$ cat src/rtl/cceip_64_if.sv
// Stream and APB bundles used on the cceip_64 boundary.
// One parameterised stream bundle serves inbound, outbound and completion channels.
interface cceip_64_axis_if #(
    parameter int DATA_W = 64,
    parameter int STRB_W = 8,
    parameter int USER_W = 8,
    parameter int ID_W   = 1
);
    logic              tvalid;
    logic              tready;
    logic [DATA_W-1:0] tdata;
    logic [STRB_W-1:0] tstrb;
    logic [USER_W-1:0] tuser;
    logic [ID_W-1:0]   tid;
    logic              tlast;

    modport master (output tvalid, tdata, tstrb, tuser, tid, tlast, input tready);
    modport slave  (input tvalid, tdata, tstrb, tuser, tid, tlast, output tready);
endinterface

interface cceip_64_apb_if #(
    parameter int ADDR_W = 20
);
    logic              psel;
    logic              penable;
    logic              pwrite;
    logic [ADDR_W-1:0] paddr;
    logic [31:0]       pwdata;
    logic [31:0]       prdata;
    logic              pready;
    logic              pslverr;

    modport master (output psel, penable, pwrite, paddr, pwdata, input prdata, pready, pslverr);
    modport slave  (input psel, penable, pwrite, paddr, pwdata, output prdata, pready, pslverr);
endinterface

$ cat src/rtl/cceip_64.sv
// Bypass-mode frame engine shell: forwards inbound frames through a small beat FIFO,
// measures data-frame payload, emits 4-byte completion messages, APB register block.
module cceip_64 #(
    parameter int TID_W      = 1,
    parameter int USER_W     = 8,
    parameter int ADDR_W     = 20,
    parameter int FIFO_DEPTH = 4
) (
    input  logic                   clk,
    input  logic                   rst_n,
    cceip_64_axis_if.slave         ib,
    cceip_64_axis_if.master        ob,
    cceip_64_axis_if.master        sch_update,
    cceip_64_apb_if.slave          apb,
    input  logic                   key_mode,
    input  logic                   dbg_cmd_disable,
    input  logic                   xp9_disable,
    output logic                   cceip_int,
    output logic                   cceip_idle,
    input  logic                   scan_en,
    input  logic                   scan_mode,
    input  logic                   scan_rst_n,
    input  logic                   ovstb,
    input  logic                   lvm,
    input  logic                   mlvm
);
    localparam int PTR_W  = $clog2(FIFO_DEPTH);
    localparam int BEAT_W = 64 + 8 + USER_W + TID_W + 1;

    localparam logic [ADDR_W-1:0] A_ID     = ADDR_W'(32'h00);
    localparam logic [ADDR_W-1:0] A_CTRL   = ADDR_W'(32'h04);
    localparam logic [ADDR_W-1:0] A_STATUS = ADDR_W'(32'h08);
    localparam logic [ADDR_W-1:0] A_INT    = ADDR_W'(32'h0C);
    localparam logic [ADDR_W-1:0] A_MASK   = ADDR_W'(32'h10);
    localparam logic [ADDR_W-1:0] A_FCNT   = ADDR_W'(32'h14);
    localparam logic [ADDR_W-1:0] A_LEN    = ADDR_W'(32'h18);

    typedef enum logic [1:0] {
        FR_IDLE  = 2'd0,
        FR_DATA  = 2'd1,
        FR_DBG   = 2'd2,
        FR_OTHER = 2'd3
    } frame_e;

    function automatic logic [3:0] popcount8(input logic [7:0] v);
        logic [3:0] c;
        c = 4'd0;
        for (int i = 0; i < 8; i++) begin
            c = c + {3'd0, v[i]};
        end
        return c;
    endfunction

    frame_e                frame_q, frame_d;
    logic [BEAT_W-1:0]     mem_q [FIFO_DEPTH];
    logic [PTR_W-1:0]      wr_ptr_q, wr_ptr_d, rd_ptr_q, rd_ptr_d;
    logic [PTR_W:0]        count_q, count_d;
    logic [31:0]           cnt_q, cnt_d;
    logic [31:0]           msg_q, msg_d;
    logic [1:0]            msg_idx_q, msg_idx_d;
    logic                  msg_pending_q, msg_pending_d;
    logic                  ctrl_en_q, ctrl_en_d;
    logic [1:0]            int_mask_q, int_mask_d;
    logic [1:0]            int_status_q, int_status_d;
    logic [31:0]           frame_cnt_q, frame_cnt_d;
    logic [31:0]           last_len_q, last_len_d;
    logic                  int_q, int_d;
    logic                  idle_q, idle_d;

    logic                  sot_s, eot_s, beat_data_s, beat_dbg_s, stall_s;
    logic                  ib_ready_s, ib_fire_s, push_s, pop_s, sch_fire_s;
    logic                  fifo_full_s, fifo_empty_s, proto_err_s, done_s;
    logic [31:0]           done_len_s;
    logic [3:0]            beat_bytes_s;
    logic                  apb_acc_s, apb_wr_s, unmapped_s;
    logic [31:0]           rdata_s;
    logic                  dft_unused_s;

    assign dft_unused_s = ^{scan_en, scan_mode, scan_rst_n, ovstb, lvm, mlvm, apb.pwdata[31:2]};

    // Inbound beat classification; a non-SoT beat inherits the type of the open frame.
    assign sot_s        = ib.tuser[0];
    assign eot_s        = ib.tuser[1];
    assign beat_data_s  = sot_s ? (ib.tdata[7:0] == 8'h05) : (frame_q == FR_DATA);
    assign beat_dbg_s   = sot_s ? (ib.tdata[7:0] == 8'h0b) : (frame_q == FR_DBG);
    assign stall_s      = msg_pending_q && ib.tvalid && eot_s && beat_data_s;
    assign fifo_full_s  = (count_q == (PTR_W+1)'(FIFO_DEPTH));
    assign fifo_empty_s = (count_q == '0);
    assign ib_ready_s   = rst_n && !fifo_full_s && ctrl_en_q && !stall_s;
    assign ib_fire_s    = ib.tvalid && ib_ready_s;
    assign push_s       = ib_fire_s && !(dbg_cmd_disable && beat_dbg_s);
    assign pop_s        = !fifo_empty_s && ob.tready;
    assign sch_fire_s   = msg_pending_q && sch_update.tready;
    assign beat_bytes_s = popcount8(ib.tstrb);
    assign ib.tready    = ib_ready_s;

    assign ob.tvalid = !fifo_empty_s;
    assign {ob.tdata, ob.tstrb, ob.tuser, ob.tid, ob.tlast} = mem_q[rd_ptr_q];

    assign sch_update.tvalid = msg_pending_q;
    assign sch_update.tdata  = msg_pending_q ? msg_q[8*msg_idx_q +: 8] : 8'h00;
    assign sch_update.tuser  = msg_pending_q ? {msg_idx_q == 2'd3, msg_idx_q == 2'd0} : 2'b00;
    assign sch_update.tlast  = msg_pending_q && (msg_idx_q == 2'd3);
    assign sch_update.tstrb  = '0;
    assign sch_update.tid    = '0;

    assign apb_acc_s   = apb.psel && apb.penable;
    assign apb_wr_s    = apb_acc_s && apb.pwrite && !unmapped_s;
    assign apb.pready  = rst_n && apb_acc_s;
    assign apb.pslverr = rst_n && apb_acc_s && unmapped_s;
    assign apb.prdata  = (rst_n && apb_acc_s) ? rdata_s : 32'h0;

    assign cceip_int  = int_q;
    assign cceip_idle = idle_q;

    // Frame tracker state register.
    always_ff @(posedge clk) begin
        if (!rst_n) begin
            frame_q <= FR_IDLE;
        end else begin
            frame_q <= frame_d;
        end
    end

    // Frame tracker next state and protocol-error detection.
    always_comb begin
        frame_d     = frame_q;
        proto_err_s = 1'b0;
        if (ib_fire_s) begin
            if (sot_s) begin
                proto_err_s = (frame_q != FR_IDLE);
                if (eot_s) begin
                    frame_d = FR_IDLE;
                end else if (ib.tdata[7:0] == 8'h05) begin
                    frame_d = FR_DATA;
                end else if (ib.tdata[7:0] == 8'h0b) begin
                    frame_d = FR_DBG;
                end else begin
                    frame_d = FR_OTHER;
                end
            end else begin
                proto_err_s = (frame_q == FR_IDLE);
                if (eot_s) begin
                    frame_d = FR_IDLE;
                end else begin
                    frame_d = frame_q;
                end
            end
        end else begin
            frame_d = frame_q;
        end
    end

    // APB read mux and address decode.
    always_comb begin
        rdata_s    = 32'h0;
        unmapped_s = 1'b0;
        case (apb.paddr)
            A_ID:     rdata_s = 32'hCCE1_0064;
            A_CTRL:   rdata_s = {31'd0, ctrl_en_q};
            A_STATUS: rdata_s = {29'd0, xp9_disable, key_mode, idle_q};
            A_INT:    rdata_s = {30'd0, int_status_q};
            A_MASK:   rdata_s = {30'd0, int_mask_q};
            A_FCNT:   rdata_s = frame_cnt_q;
            A_LEN:    rdata_s = last_len_q;
            default:  unmapped_s = 1'b1;
        endcase
    end

    // Datapath next state: FIFO pointers, byte count, message buffer, registers.
    always_comb begin
        wr_ptr_d      = push_s ? wr_ptr_q + PTR_W'(1) : wr_ptr_q;
        rd_ptr_d      = pop_s ? rd_ptr_q + PTR_W'(1) : rd_ptr_q;
        count_d       = count_q + (PTR_W+1)'(push_s) - (PTR_W+1)'(pop_s);
        cnt_d         = cnt_q;
        done_s        = 1'b0;
        done_len_s    = sot_s ? 32'd0 : cnt_q + {28'd0, beat_bytes_s};
        msg_d         = msg_q;
        msg_idx_d     = msg_idx_q;
        msg_pending_d = msg_pending_q;
        ctrl_en_d     = ctrl_en_q;
        int_mask_d    = int_mask_q;
        int_status_d  = int_status_q;
        frame_cnt_d   = frame_cnt_q;
        last_len_d    = last_len_q;

        if (ib_fire_s && beat_data_s) begin
            cnt_d  = done_len_s;
            done_s = eot_s;
        end else begin
            cnt_d = cnt_q;
        end

        if (sch_fire_s) begin
            msg_idx_d     = msg_idx_q + 2'd1;
            msg_pending_d = (msg_idx_q != 2'd3);
        end else begin
            msg_idx_d = msg_idx_q;
        end

        // A new completion can only arrive while the buffer is free; stall guarantees it.
        if (done_s) begin
            msg_d         = done_len_s;
            msg_idx_d     = 2'd0;
            msg_pending_d = 1'b1;
            last_len_d    = done_len_s;
            frame_cnt_d   = frame_cnt_q + 32'd1;
        end else begin
            msg_d = msg_q;
        end

        if (apb_wr_s && (apb.paddr == A_CTRL)) begin
            ctrl_en_d = apb.pwdata[0];
        end else if (apb_wr_s && (apb.paddr == A_MASK)) begin
            int_mask_d = apb.pwdata[1:0];
        end else if (apb_wr_s && (apb.paddr == A_INT)) begin
            int_status_d = int_status_q & ~apb.pwdata[1:0];
        end else begin
            int_status_d = int_status_q;
        end

        // Set after clear so a same-cycle event beats the W1C.
        if (done_s) begin
            int_status_d[0] = 1'b1;
        end else begin
            int_status_d[0] = int_status_d[0];
        end
        if (proto_err_s) begin
            int_status_d[1] = 1'b1;
        end else begin
            int_status_d[1] = int_status_d[1];
        end

        int_d  = |(int_status_d & ~int_mask_d);
        idle_d = (count_d == '0) && (frame_d == FR_IDLE) && !msg_pending_d;
    end

    // Beat FIFO storage.
    always_ff @(posedge clk) begin
        if (!rst_n) begin
            for (int i = 0; i < FIFO_DEPTH; i++) begin
                mem_q[i] <= '0;
            end
        end else if (push_s) begin
            mem_q[wr_ptr_q] <= {ib.tdata, ib.tstrb, ib.tuser, ib.tid, ib.tlast};
        end
    end

    // Control, status and counter registers.
    always_ff @(posedge clk) begin
        if (!rst_n) begin
            wr_ptr_q      <= '0;
            rd_ptr_q      <= '0;
            count_q       <= '0;
            cnt_q         <= 32'd0;
            msg_q         <= 32'd0;
            msg_idx_q     <= 2'd0;
            msg_pending_q <= 1'b0;
            ctrl_en_q     <= 1'b1;
            int_mask_q    <= 2'b00;
            int_status_q  <= 2'b00;
            frame_cnt_q   <= 32'd0;
            last_len_q    <= 32'd0;
            int_q         <= 1'b0;
            idle_q        <= 1'b1;
        end else begin
            wr_ptr_q      <= wr_ptr_d;
            rd_ptr_q      <= rd_ptr_d;
            count_q       <= count_d;
            cnt_q         <= cnt_d;
            msg_q         <= msg_d;
            msg_idx_q     <= msg_idx_d;
            msg_pending_q <= msg_pending_d;
            ctrl_en_q     <= ctrl_en_d;
            int_mask_q    <= int_mask_d;
            int_status_q  <= int_status_d;
            frame_cnt_q   <= frame_cnt_d;
            last_len_q    <= last_len_d;
            int_q         <= int_d;
            idle_q        <= idle_d;
        end
    end
endmodule

$ cat src/flat_wrapper.sv
// flat-port wrapper written by rule: the top's interface ports become plain ports
module cceip_64_flat 
#(
    parameter int TID_W      = 1,
    parameter int USER_W     = 8,
    parameter int ADDR_W     = 20,
    parameter int FIFO_DEPTH = 4
)
  (clk, rst_n, key_mode, dbg_cmd_disable, xp9_disable, cceip_int, cceip_idle, scan_en, scan_mode, scan_rst_n, ovstb, lvm, mlvm, ib_tvalid, ib_tdata, ib_tstrb, ib_tuser, ib_tid, ib_tlast, ib_tready, ob_tvalid, ob_tdata, ob_tstrb, ob_tuser, ob_tid, ob_tlast, ob_tready, sch_update_tvalid, sch_update_tdata, sch_update_tstrb, sch_update_tuser, sch_update_tid, sch_update_tlast, sch_update_tready, apb_psel, apb_penable, apb_pwrite, apb_paddr, apb_pwdata, apb_prdata, apb_pready, apb_pslverr);
  cceip_64_axis_if #(.DATA_W(64), .STRB_W(8), .USER_W(USER_W), .ID_W(1)) ib_i ();
  cceip_64_axis_if #(.DATA_W(64), .STRB_W(8), .USER_W(USER_W), .ID_W(1)) ob_i ();
  cceip_64_axis_if #(.DATA_W(8), .STRB_W(1), .USER_W(USER_W), .ID_W(1)) sch_update_i ();
  cceip_64_apb_if #(.ADDR_W(ADDR_W)) apb_i ();
  input  logic clk;
  input  logic rst_n;
  input  logic key_mode;
  input  logic dbg_cmd_disable;
  input  logic xp9_disable;
  output logic cceip_int;
  output logic cceip_idle;
  input  logic scan_en;
  input  logic scan_mode;
  input  logic scan_rst_n;
  input  logic ovstb;
  input  logic lvm;
  input  logic mlvm;
  input wire logic [$bits(ib_i.tvalid)-1:0] ib_tvalid;
  input wire logic [$bits(ib_i.tdata)-1:0] ib_tdata;
  input wire logic [$bits(ib_i.tstrb)-1:0] ib_tstrb;
  input wire logic [$bits(ib_i.tuser)-1:0] ib_tuser;
  input wire logic [$bits(ib_i.tid)-1:0] ib_tid;
  input wire logic [$bits(ib_i.tlast)-1:0] ib_tlast;
  output wire logic [$bits(ib_i.tready)-1:0] ib_tready;
  output wire logic [$bits(ob_i.tvalid)-1:0] ob_tvalid;
  output wire logic [$bits(ob_i.tdata)-1:0] ob_tdata;
  output wire logic [$bits(ob_i.tstrb)-1:0] ob_tstrb;
  output wire logic [$bits(ob_i.tuser)-1:0] ob_tuser;
  output wire logic [$bits(ob_i.tid)-1:0] ob_tid;
  output wire logic [$bits(ob_i.tlast)-1:0] ob_tlast;
  input wire logic [$bits(ob_i.tready)-1:0] ob_tready;
  output wire logic [$bits(sch_update_i.tvalid)-1:0] sch_update_tvalid;
  output wire logic [$bits(sch_update_i.tdata)-1:0] sch_update_tdata;
  output wire logic [$bits(sch_update_i.tstrb)-1:0] sch_update_tstrb;
  output wire logic [$bits(sch_update_i.tuser)-1:0] sch_update_tuser;
  output wire logic [$bits(sch_update_i.tid)-1:0] sch_update_tid;
  output wire logic [$bits(sch_update_i.tlast)-1:0] sch_update_tlast;
  input wire logic [$bits(sch_update_i.tready)-1:0] sch_update_tready;
  input wire logic [$bits(apb_i.psel)-1:0] apb_psel;
  input wire logic [$bits(apb_i.penable)-1:0] apb_penable;
  input wire logic [$bits(apb_i.pwrite)-1:0] apb_pwrite;
  input wire logic [$bits(apb_i.paddr)-1:0] apb_paddr;
  input wire logic [$bits(apb_i.pwdata)-1:0] apb_pwdata;
  output wire logic [$bits(apb_i.prdata)-1:0] apb_prdata;
  output wire logic [$bits(apb_i.pready)-1:0] apb_pready;
  output wire logic [$bits(apb_i.pslverr)-1:0] apb_pslverr;
  assign ib_i.tvalid = ib_tvalid;
  assign ib_i.tdata = ib_tdata;
  assign ib_i.tstrb = ib_tstrb;
  assign ib_i.tuser = ib_tuser;
  assign ib_i.tid = ib_tid;
  assign ib_i.tlast = ib_tlast;
  assign ib_tready = ib_i.tready;
  assign ob_tvalid = ob_i.tvalid;
  assign ob_tdata = ob_i.tdata;
  assign ob_tstrb = ob_i.tstrb;
  assign ob_tuser = ob_i.tuser;
  assign ob_tid = ob_i.tid;
  assign ob_tlast = ob_i.tlast;
  assign ob_i.tready = ob_tready;
  assign sch_update_tvalid = sch_update_i.tvalid;
  assign sch_update_tdata = sch_update_i.tdata;
  assign sch_update_tstrb = sch_update_i.tstrb;
  assign sch_update_tuser = sch_update_i.tuser;
  assign sch_update_tid = sch_update_i.tid;
  assign sch_update_tlast = sch_update_i.tlast;
  assign sch_update_i.tready = sch_update_tready;
  assign apb_i.psel = apb_psel;
  assign apb_i.penable = apb_penable;
  assign apb_i.pwrite = apb_pwrite;
  assign apb_i.paddr = apb_paddr;
  assign apb_i.pwdata = apb_pwdata;
  assign apb_prdata = apb_i.prdata;
  assign apb_pready = apb_i.pready;
  assign apb_pslverr = apb_i.pslverr;
  cceip_64 #(.TID_W(TID_W), .USER_W(USER_W), .ADDR_W(ADDR_W), .FIFO_DEPTH(FIFO_DEPTH)) u_core (.clk(clk), .rst_n(rst_n), .ib(ib_i), .ob(ob_i), .sch_update(sch_update_i), .apb(apb_i), .key_mode(key_mode), .dbg_cmd_disable(dbg_cmd_disable), .xp9_disable(xp9_disable), .cceip_int(cceip_int), .cceip_idle(cceip_idle), .scan_en(scan_en), .scan_mode(scan_mode), .scan_rst_n(scan_rst_n), .ovstb(ovstb), .lvm(lvm), .mlvm(mlvm));
endmodule
$ cat config.mk
export PLATFORM = sky130hd
export DESIGN_NAME = cceip_64_flat
export DESIGN_NICKNAME = d
export VERILOG_FILES = /design/src/rtl/cceip_64_if.sv /design/src/rtl/cceip_64.sv /design/src/flat_wrapper.sv
export SDC_FILE = /design/constraint.sdc
export NUM_CORES = 1
export LEC_CHECK = 0
export CORE_ASPECT_RATIO = 1.4
export CORE_MARGIN = 2
export CORE_UTILIZATION = 49
export CTS_CLUSTER_SIZE = 40
export DETAILED_ROUTE_END_ITERATION = 12
export GPL_ROUTABILITY_DRIVEN = 1
export PLACE_DENSITY = 0.73
export SYNTH_ARGS = -nofsm -noshare
export SYNTH_HDL_FRONTEND = slang
export SYNTH_SLANG_ARGS = --single-unit
$ cat constraint.sdc
create_clock -name clk -period 14.8 [get_ports clk]
set_input_delay 2.22 -clock clk [delete_from_list [all_inputs] [get_ports clk]]
set_output_delay 2.22 -clock clk [all_outputs]
set_load 0.01 [all_outputs]
# After elaboration in Yosys (flattened, before gate mapping)
# Memory sizes are Yosys's and may differ from the RTL's. A register that Yosys moved wholly into a read port is not among the register bits.
# Index checks and enable logic that the tools add are counted.
[classes]
n_addsub = 14
eq_ne = 13
shift = 1
mux = 35
n_bitwise = 5
reduce_logical = 39
[op_table]
columns = ["operator", "n"]
rows = [
  ["one-hot mux 32 bit (7 select lines)", 1],
  ["2-to-1 mux 82 bit", 1],
  ["OR reduction 82 bit", 1],
  ["2-to-1 mux 32 bit", 2],
  ["equality test 20 x 5 -> 1 bit (second input constant)", 3],
  ["equality test 20 x 4 -> 1 bit (second input constant)", 2],
  ["adder 32 x 1 -> 32 bit (second input constant)", 1],
  ["adder 32 x 4 -> 32 bit", 1],
  ["variable part select 32 x 6 -> 8 bit", 1],
  ["2-to-1 mux 2 bit", 14],
  ["adder 4 x 1 -> 4 bit", 6],
  ["logical AND 1 bit", 23],
  ["equality test 20 x 3 -> 1 bit (second input constant)", 1],
  ["zero test 20 bit", 1],
  ["2-to-1 mux 1 bit", 16],
  ["equality test 8 x 3 -> 1 bit (second input constant)", 1],
  ["equality test 8 x 4 -> 1 bit (second input constant)", 1],
  ["2-to-1 mux 8 bit", 1],
  ["OR reduction 7 bit", 1],
  ["adder 2 x 1 -> 2 bit (second input constant)", 3],
  ["zero test 2 bit", 3],
  ["zero test 3 bit", 2],
  ["zero test 1 bit", 5],
  ["bitwise AND 2 bit", 2],
  ["other kinds (11)", 14],
]
[word_totals]
reg_bits = 115
ramBits = 328
out_inout_bits = 140
n_memories = 1
[mem_list]
columns = ["name", "depth", "width", "read_ports", "rd_ports_with_merged_regs", "write_ports", "line_no", "rtl"]
rows = [
  ["u_core.mem_q", 4, 82, 1, 1, 4, "cceip_64.sv:55", "logic [BEAT_W-1:0] mem_q [FIFO_DEPTH];"],
]

# Longest topological paths before layout
# Gate-level depths: netlist of run 1.
[depth]
depth_word = 12
ltp_mapped = 15
mapped_depth_nobuf = 14

# Worst setup path before layout of run 1
# No wires, ideal clock.
[synth_path]
path_kind = "in2reg"
startpoint = "input ib_tuser[0]"
endpoint = "memory u_core.mem_q[0][0] in the netlist's numbering, enable pin"
t_arrival_ps = 9322
path_slack_ps = 4842
path_stages = 7
cell_sequence = "clkbuf_1 > or3b_2 > o31ai_4 > a21oi_1 > clkbuf_1 > nand3_1 > o21ai_0"
[synth_lines]
columns = ["item", "line_no", "rtl"]
rows = [
  ["start: declaration", "flat_wrapper.sv:30", "input wire logic [$bits(ib_i.tuser)-1:0] ib_tuser;"],
  ["end: declaration", "cceip_64.sv:55", ""],
]

# Worst setup path after layout of run 1
[layout_path]
startpoint = "input apb_paddr[1]"
endpoint = "output apb_prdata[22]"
[layout_via]
elab_chain_len = 3
word_cells_on_any_way = 9
classes_between = "eq/ne (6); mux (2); reduce/logical (1)"
[layout_rtl]
columns = ["item", "line_no", "rtl"]
rows = [
  ["start: declaration", "flat_wrapper.sv:51", "input wire logic [$bits(apb_i.paddr)-1:0] apb_paddr;"],
  ["equality test 20 x 5 -> 1 bit, or another cell as far along", "cceip_64.sv:158", "case (apb.paddr)"],
  ["one-hot mux 32 bit (7 select lines) (*)", "cceip_64.sv:158", ""],
  ["2-to-1 mux 32 bit (*)", "cceip_64.sv:111", "assign apb.prdata = (rst_n && apb_acc_s) ? rdata_s : 32'h0;"],
  ["end: declaration", "flat_wrapper.sv:53", "output wire logic [$bits(apb_i.prdata)-1:0] apb_prdata;"],
]
# Mark *: on every way between the ends. The rest lies on a longest branch, timed or not.

==> results of run 1 <==
==> synthesized netlist by cell type (32+ instances only) <==
cell type    n
clkbuf_1   109
nand2_1    104
nor2_1      63
and3_1      95
o21ai_0     57
a21oi_1     39
edfxtp_1   328
mux4_2      90
nand3_1     41
and2_1     263
nand4_1     33
dfxtp_1    117
nor3_1      32
==> worst min-delay path by stage <==
stage / start / endpoint / slack, ps / cells after the start
6_report: u_core.cnt_q[2]$_SDFFE_PN0P_ / u_core.cnt_q[2]$_SDFFE_PN0P_ / 470 / 2
5_1_grt: u_core.cnt_q[2]$_SDFFE_PN0P_ / u_core.cnt_q[2]$_SDFFE_PN0P_ / 500 / 2
4_1_cts: u_core.cnt_q[2]$_SDFFE_PN0P_ / u_core.cnt_q[2]$_SDFFE_PN0P_ / 470 / 2
3_5_place_dp: u_core.cnt_q[2]$_SDFFE_PN0P_ / u_core.cnt_q[2]$_SDFFE_PN0P_ / 470 / 2
3_3_place_gp: u_core.cnt_q[0]$_SDFFE_PN0P_ / u_core.cnt_q[0]$_SDFFE_PN0P_ / 450 / 2
2_1_floorplan: u_core.cnt_q[0]$_SDFFE_PN0P_ / u_core.cnt_q[0]$_SDFFE_PN0P_ / 440 / 2
==> critical path, delay by kind of cell <==
kind            cells  cell delay, ps
simple gates        4            1990
buf+inv             2            1020
compound gates      1             540
==> where the power goes <==
group          internal (mW)  switching (mW)
clock                  0.623           0.472
combinational          0.383           0.312
sequential              1.44          0.0584
total                   2.44           0.842
==> metal layers <==
layer	global-route usage, %	vias to the layer above
li1	-	6604
met1	29.8	7215
met2	43.0	535
met3	3.56	102
met4	8.80	4
met5	0	-
==> logic make-up (layout without fill, tap and decap cells) <==
kind of cell | Yosys count | after routing | synth area share [%]
xor+xnor | 48 | 48 | 2.00
simple gates | 721 | 721 | 19.5
flops | 445 | 445 | 58.1
buf+inv | 155 | 372 | 2.98
mux | 102 | 102 | 10.2
fa+ha+maj | 18 | 18 | 1.29
other cells | 1 | 11 | 0.0179
compound gates | 193 | 193 | 5.85
==> registers in the layout (all words and copies together) (netlist names), 3 cells and up, named ones only <==
register and count:
u_core.msg_q 32, u_core.mem_q 328, u_core.frame_cnt_q 32, u_core.count_q 3
u_core.cnt_q 32
==> area by class of cell <==
class / count / area (sq um)
Fill cell: 3337 / 16900
Antenna cell: 3 / 7.51
Clock inverter: 21 / 193
Multi-Input combinational cell: 1090 / 8270
Inverter: 24 / 90.1
Tap cell: 546 / 683
Clock buffer: 59 / 1200
Timing Repair Buffer: 268 / 2620
Sequential cell: 445 / 12200
==> metrics by stage <==
step	setup slack, ps	instance area [sq um]	power [mW]	hold WS, ps	cells
3_5_place_dp	6790	23900	2.23	465	2373
6_report	6810	25300	3.29	465	2456
2_1_floorplan	4840	21000	1.90	441	1690
3_3_place_gp	6840	23900	2.22	449	2373
4_1_cts	6770	25300	3.32	474	2453
5_1_grt	6430	25300	3.42	501	2456
==> out/qor.yml, run 1 <==
global_routing:
  grt_pass1_vias: 15000
  overflow: 0
  grt_pass1_wl_microns: 83400
  antenna_found_initial: 5
  grt_max_degree: 84
  grt_usage_pct: 24.3
detailed_routing:
  wl_per_cell_microns: 22.0
  drtIter0Drc: 1126
  wl_met2_microns: 28000
  route.top_layer_used: "met5"
  num_vias: 14500
  postRouteAntennaNets: 0
  routed_wl_microns: 54100
  wl_met3_microns: 3250
  drc: 0
  via_per_inst: 5.89
  first_pass_iters: 6
  drt-met1-wl_microns: 21100
die:
  die_x_microns: 179
  start_util_pct: 49.7
  core_sq_um: 42200
  io_pins: 291
  fp.dieArea_sq_um: 44500
  rows: 89
  dieHeight_microns: 249
timing:
  maxSlewHeadroom_pct: 28.1
  fmax_ghz: 0.125
  rsz0062_at_grt: "false"
  hold_violations: 0
  worst-slew-pin-transition_ps: 1070
  finClkSkew_ps: 16.4
  fin_crit_ps: 7990
  period_share_pct: 54.0
  finalSetupTns_ps: 0
  slew_viol_final: 0
  finalSetupViolCount: 0
run:
  drv_cap: 0
cts:
  clk_pin_slew_ps: 60
  htree_num_levels: 2
  clockRootBuffer: "clkbuf_16"
  cts_resized: 0
  clkLatencyLatePin_ps: 550
  cts-buffers-inserted: 43
  cts_tree: "built"
  clock_sinks: 445
  clockBufferDepth: 3
  hold_buffers: 0
  post_cts_buffers: 0
setup_path:
  start_kind: "input port"
  slowest_delay_ps: 850
  critPathKind: "input port to output port"
  cp_max_fo: 32
  r2r_end: "u_core.mem_q[0][80]$_SDFFCE_PN0P_"
  crit_path_end_kind: "output port"
  timing.rr.start: "u_core.frame_q[0]$_SDFF_PN0_"
  r2r_slack_ps: 10290
  startpoint: "apb_paddr[1]"
  reg2reg_depth: 8
  setup.worst_path.end: "apb_prdata[22]"
  crit_slowest_cell: "nand3_1"
  path_cells: "clkdlybuf4s50_1, nor4_1, nand3_1, nor2_1, nand3_1, a31oi_1, clkdlybuf4s50_1"
  worst_ep_arrival_time_ps: 5770
  cp_data_required_time_ps: 12580
cells_and_area:
  layout_common_cells: "edfxtp_1, and2_1, clkdlybuf4s50_1"
  area_growth_pct: 20.4
  nets: 2041
  drive_above_1_share_pct: 10.7
  final_common_cell: "edfxtp_1"
  fin_util_pct: 59.9
synthesis:
  ys.flop_type: "edfxtp_1"
  synthTopCellsByArea: "edfxtp_1, dfxtp_1, mux4_2, and2_1, and3_1"
  ys_ff_latch: 445
  synthArstFlopShare_pct: 0
  synth_top_area_share_pct: 47.0
  yosysWarnings: 0
  synth_edf_count: 328
  ys_seq_area_share_pct: 58.1
  syn_inst: 1683
  yosys.area.top_type: "edfxtp_1"
  synth.distinct_cells: 69
  syn_area_per_cell_sq_um: 12.5
  netlist_area_sq_um: 21000
min_path:
  worstHoldPathType: "register to register"
power_and_ir_drop:
  power_per_cell_area_nw_per_um2: 130
  power_leakage_nw: 8.95
  ir_drop_v: 0.000105
placed_design:
  hpwl_microns: 33200
  routabilityCongestion: 0.904
  io_buffers: 246
run_status:
  status: "finished, final reports clean"
Note: power is estimated with default switching activity, not from simulation.
==> inputs of run 2 (changes only) <==
Clock period 14.8 ns to 7.7 ns, I/O delays scaled along.
==> out/qor.yml, run 2 (same netlist as run 1, synthesis figures left out) <==
run_status:
  status: "finished, final reports clean"  # unchanged
timing:
  finClkSkew_ps: 15.5  # was 16.4 ps
  hold_slack_ps: 465  # about the same
  finalSetupTns_ps: 0  # unchanged
  slew_viol_final: 0  # unchanged
  hold_violations: 0  # unchanged
  rsz0062_at_grt: "false"  # unchanged
  period_share_pct: 73.2
  worst-slew-pin-transition_ps: 1070  # about the same
  fmax_ghz: 0.177
  fin_crit_ps: 5630
  finalSetupViolCount: 0  # unchanged
  maxSlewHeadroom_pct: 28.8  # was 28.1%
die:
  fp.dieArea_sq_um: 44500  # unchanged
  io_pins: 291  # unchanged
  rows: 89  # unchanged
  start_util_pct: 49.7  # unchanged
  die_x_microns: 179  # unchanged
  core_sq_um: 42200  # unchanged
  dieHeight_microns: 249  # unchanged
cells_and_area:
  seqCellArea_sq_um: 12200  # unchanged
  multi_input_comb_area_sq_um: 8270  # unchanged
  layout_common_cells: "edfxtp_1, and2_1, clkdlybuf4s50_1"  # unchanged
  largest_register: "u_core.mem_q"  # unchanged
  final_common_cell: "edfxtp_1"  # unchanged
  drive_above_1_share_pct: 10.8  # was 10.7%
  nFillCells: 3333  # was 3,337
  final-instance-count-excl-fill: 2459  # was 2,456
  nets: 2041  # unchanged
  fin_util_pct: 60.0  # was 59.9%
  largest_reg_flops: 328  # unchanged
  area_growth_pct: 20.7  # was 20.4%
cts:
  clockBufferDepth: 3  # unchanged
  clkLatencyLatePin_ps: 560  # was 550 ps
  clockRootBuffer: "clkbuf_16"  # unchanged
  clock_sinks: 445  # unchanged
  cts-buffers-inserted: 44  # was 43
  post_cts_buffers: 0  # unchanged
  htree_num_levels: 2  # unchanged
  clk_pin_slew_ps: 60  # about the same
  cts_resized: 0  # unchanged
  cts_tree: "built"  # unchanged
  hold_buffers: 0  # unchanged
setup_path:
  cp_data_required_time_ps: 8180  # was 12,580 ps
  r2r_end: "u_core.cceip_idle$_SDFF_PN1_"  # was u_core.mem_q[0][80]$_SDFFCE_PN0P_
  crit_slowest_cell: "o21a_1"  # was nand3_1
  path_cells: "clkdlybuf4s50_1, ha_1, inv_1, fa_1, fa_1, fa_1, fa_1, fa_1, nor2b_1, o21a_1, nand3_1, or4_1, a21oi_1"  # was clkdlybuf4s50_1, nor4_1, nand3_1, nor2_1, nand3_1, a31oi_1, clkdlybuf4s50_1
  cp_max_fo: 21  # was 32
  worst_ep_arrival_time_ps: 6110  # was 5770 ps
  crit_path_end_kind: "register"  # was output port
  r2r_slack_ps: 4040  # was 10,290 ps
  crit_top_cell: "fa_1"
  startpoint: "ib_tstrb[0]"  # was apb_paddr[1]
  critPathKind: "input port to register"  # was input port to output port
  timing.rr.start: "u_core.frame_q[0]$_SDFF_PN0_"  # unchanged
  reg2reg_depth: 12  # was 8
  start_kind: "input port"  # unchanged
  setup.worst_path.end: "u_core.cnt_q[22]$_SDFFE_PN0P_"  # was apb_prdata[22]
  slowest_delay_ps: 720  # was 850 ps
global_routing:
  overflow: 0  # unchanged
  antenna_found_initial: 8  # was 5
  grt_max_degree: 84  # unchanged
  grt_pass1_wl_microns: 83200  # was 83,400 microns
  grt_usage_pct: 24.3  # about the same
  grt_pass1_vias: 14900  # was 15,000
detailed_routing:
  postRouteAntennaNets: 0  # unchanged
  wl_per_cell_microns: 22.1  # was 22.0 microns
  drtIter0Drc: 1407  # was 1,126
  routed_wl_microns: 54200  # was 54,100 microns
  via_per_inst: 5.96  # was 5.89
  first_pass_iters: 5  # was 6
  drc: 0  # unchanged
  num_vias: 14700  # was 14,500
power_and_ir_drop:
  ir_drop_v: 0.000177  # was 0.000105 V
  power_leakage_nw: 8.97  # was 8.95 nW
  finalPower_mw: 6.37  # was 3.29 mW
  power_per_cell_area_nw_per_um2: 252  # was 130 nW/um^2
placed_design:
  place_inst: 2372  # was 2,373
  hpwl_microns: 33400  # was 33,200 microns
  io_buffers: 246  # unchanged
  routabilityCongestion: 0.921  # was 0.904
min_path:
  worstHoldPathType: "register to register"  # unchanged
  min_path_cells: 2  # unchanged
run:
  drv_cap: 0  # unchanged
run 2: metrics by stage:
stage / cell area [sq um] / worst slack [ps]
3_5_place_dp: 23900 / 1510
3_3_place_gp: 23900 / 1570
6_report: 25300 / 2070
2_1_floorplan: 21000 / 1020
4_1_cts: 25300 / 2080
5_1_grt: 25300 / 1770
run 2: how the worst min path moves through the flow:
stage	from	to
2_1_floorplan	u_core.cnt_q[0]$_SDFFE_PN0P_	u_core.cnt_q[0]$_SDFFE_PN0P_
3_3_place_gp	u_core.cnt_q[3]$_SDFFE_PN0P_	u_core.cnt_q[3]$_SDFFE_PN0P_
3_5_place_dp	u_core.cnt_q[3]$_SDFFE_PN0P_	u_core.cnt_q[3]$_SDFFE_PN0P_
4_1_cts	u_core.cnt_q[3]$_SDFFE_PN0P_	u_core.cnt_q[3]$_SDFFE_PN0P_
5_1_grt	u_core.cnt_q[2]$_SDFFE_PN0P_	u_core.cnt_q[2]$_SDFFE_PN0P_
6_report	u_core.cnt_q[3]$_SDFFE_PN0P_	u_core.cnt_q[3]$_SDFFE_PN0P_
run 2: final cells by class:
class / instances / area share (%)
inverter: 24 / 0.356
sequential: 445 / 48.2
multi-input combinational: 1090 / 32.7
tap: 546 / 2.70
clock inverter: 30 / 1.07
timing repair buffer: 267 / 10.4
clock buffer: 52 / 4.61
antenna: 5 / 0.0494
run 2: worst max-delay path: cells and delay by family:
kind            cells  cell delay, ps
buf+inv             2             530
compound gates      2             870
fa+ha+maj           6            2560
simple gates        3             980
run 2: layer usage:
metal  part of all wire (%)  global-route usage, %  vias to the layer above
li1                       -                      -                     6626
met1                     38                   29.0                     7338
met2                     51                   42.6                      560
met3                    6.7                   4.06                      130
met4                    4.2                   10.5                        6
met5                  0.081                      0                        -
run 2: report_power, final:
part           internal, mW  switching [mW]  leakage [nW]
Clock                  1.23           0.928         0.711
Sequential             2.76           0.123          4.35
Combinational         0.737           0.595          3.91
Total                  4.73            1.65          8.97
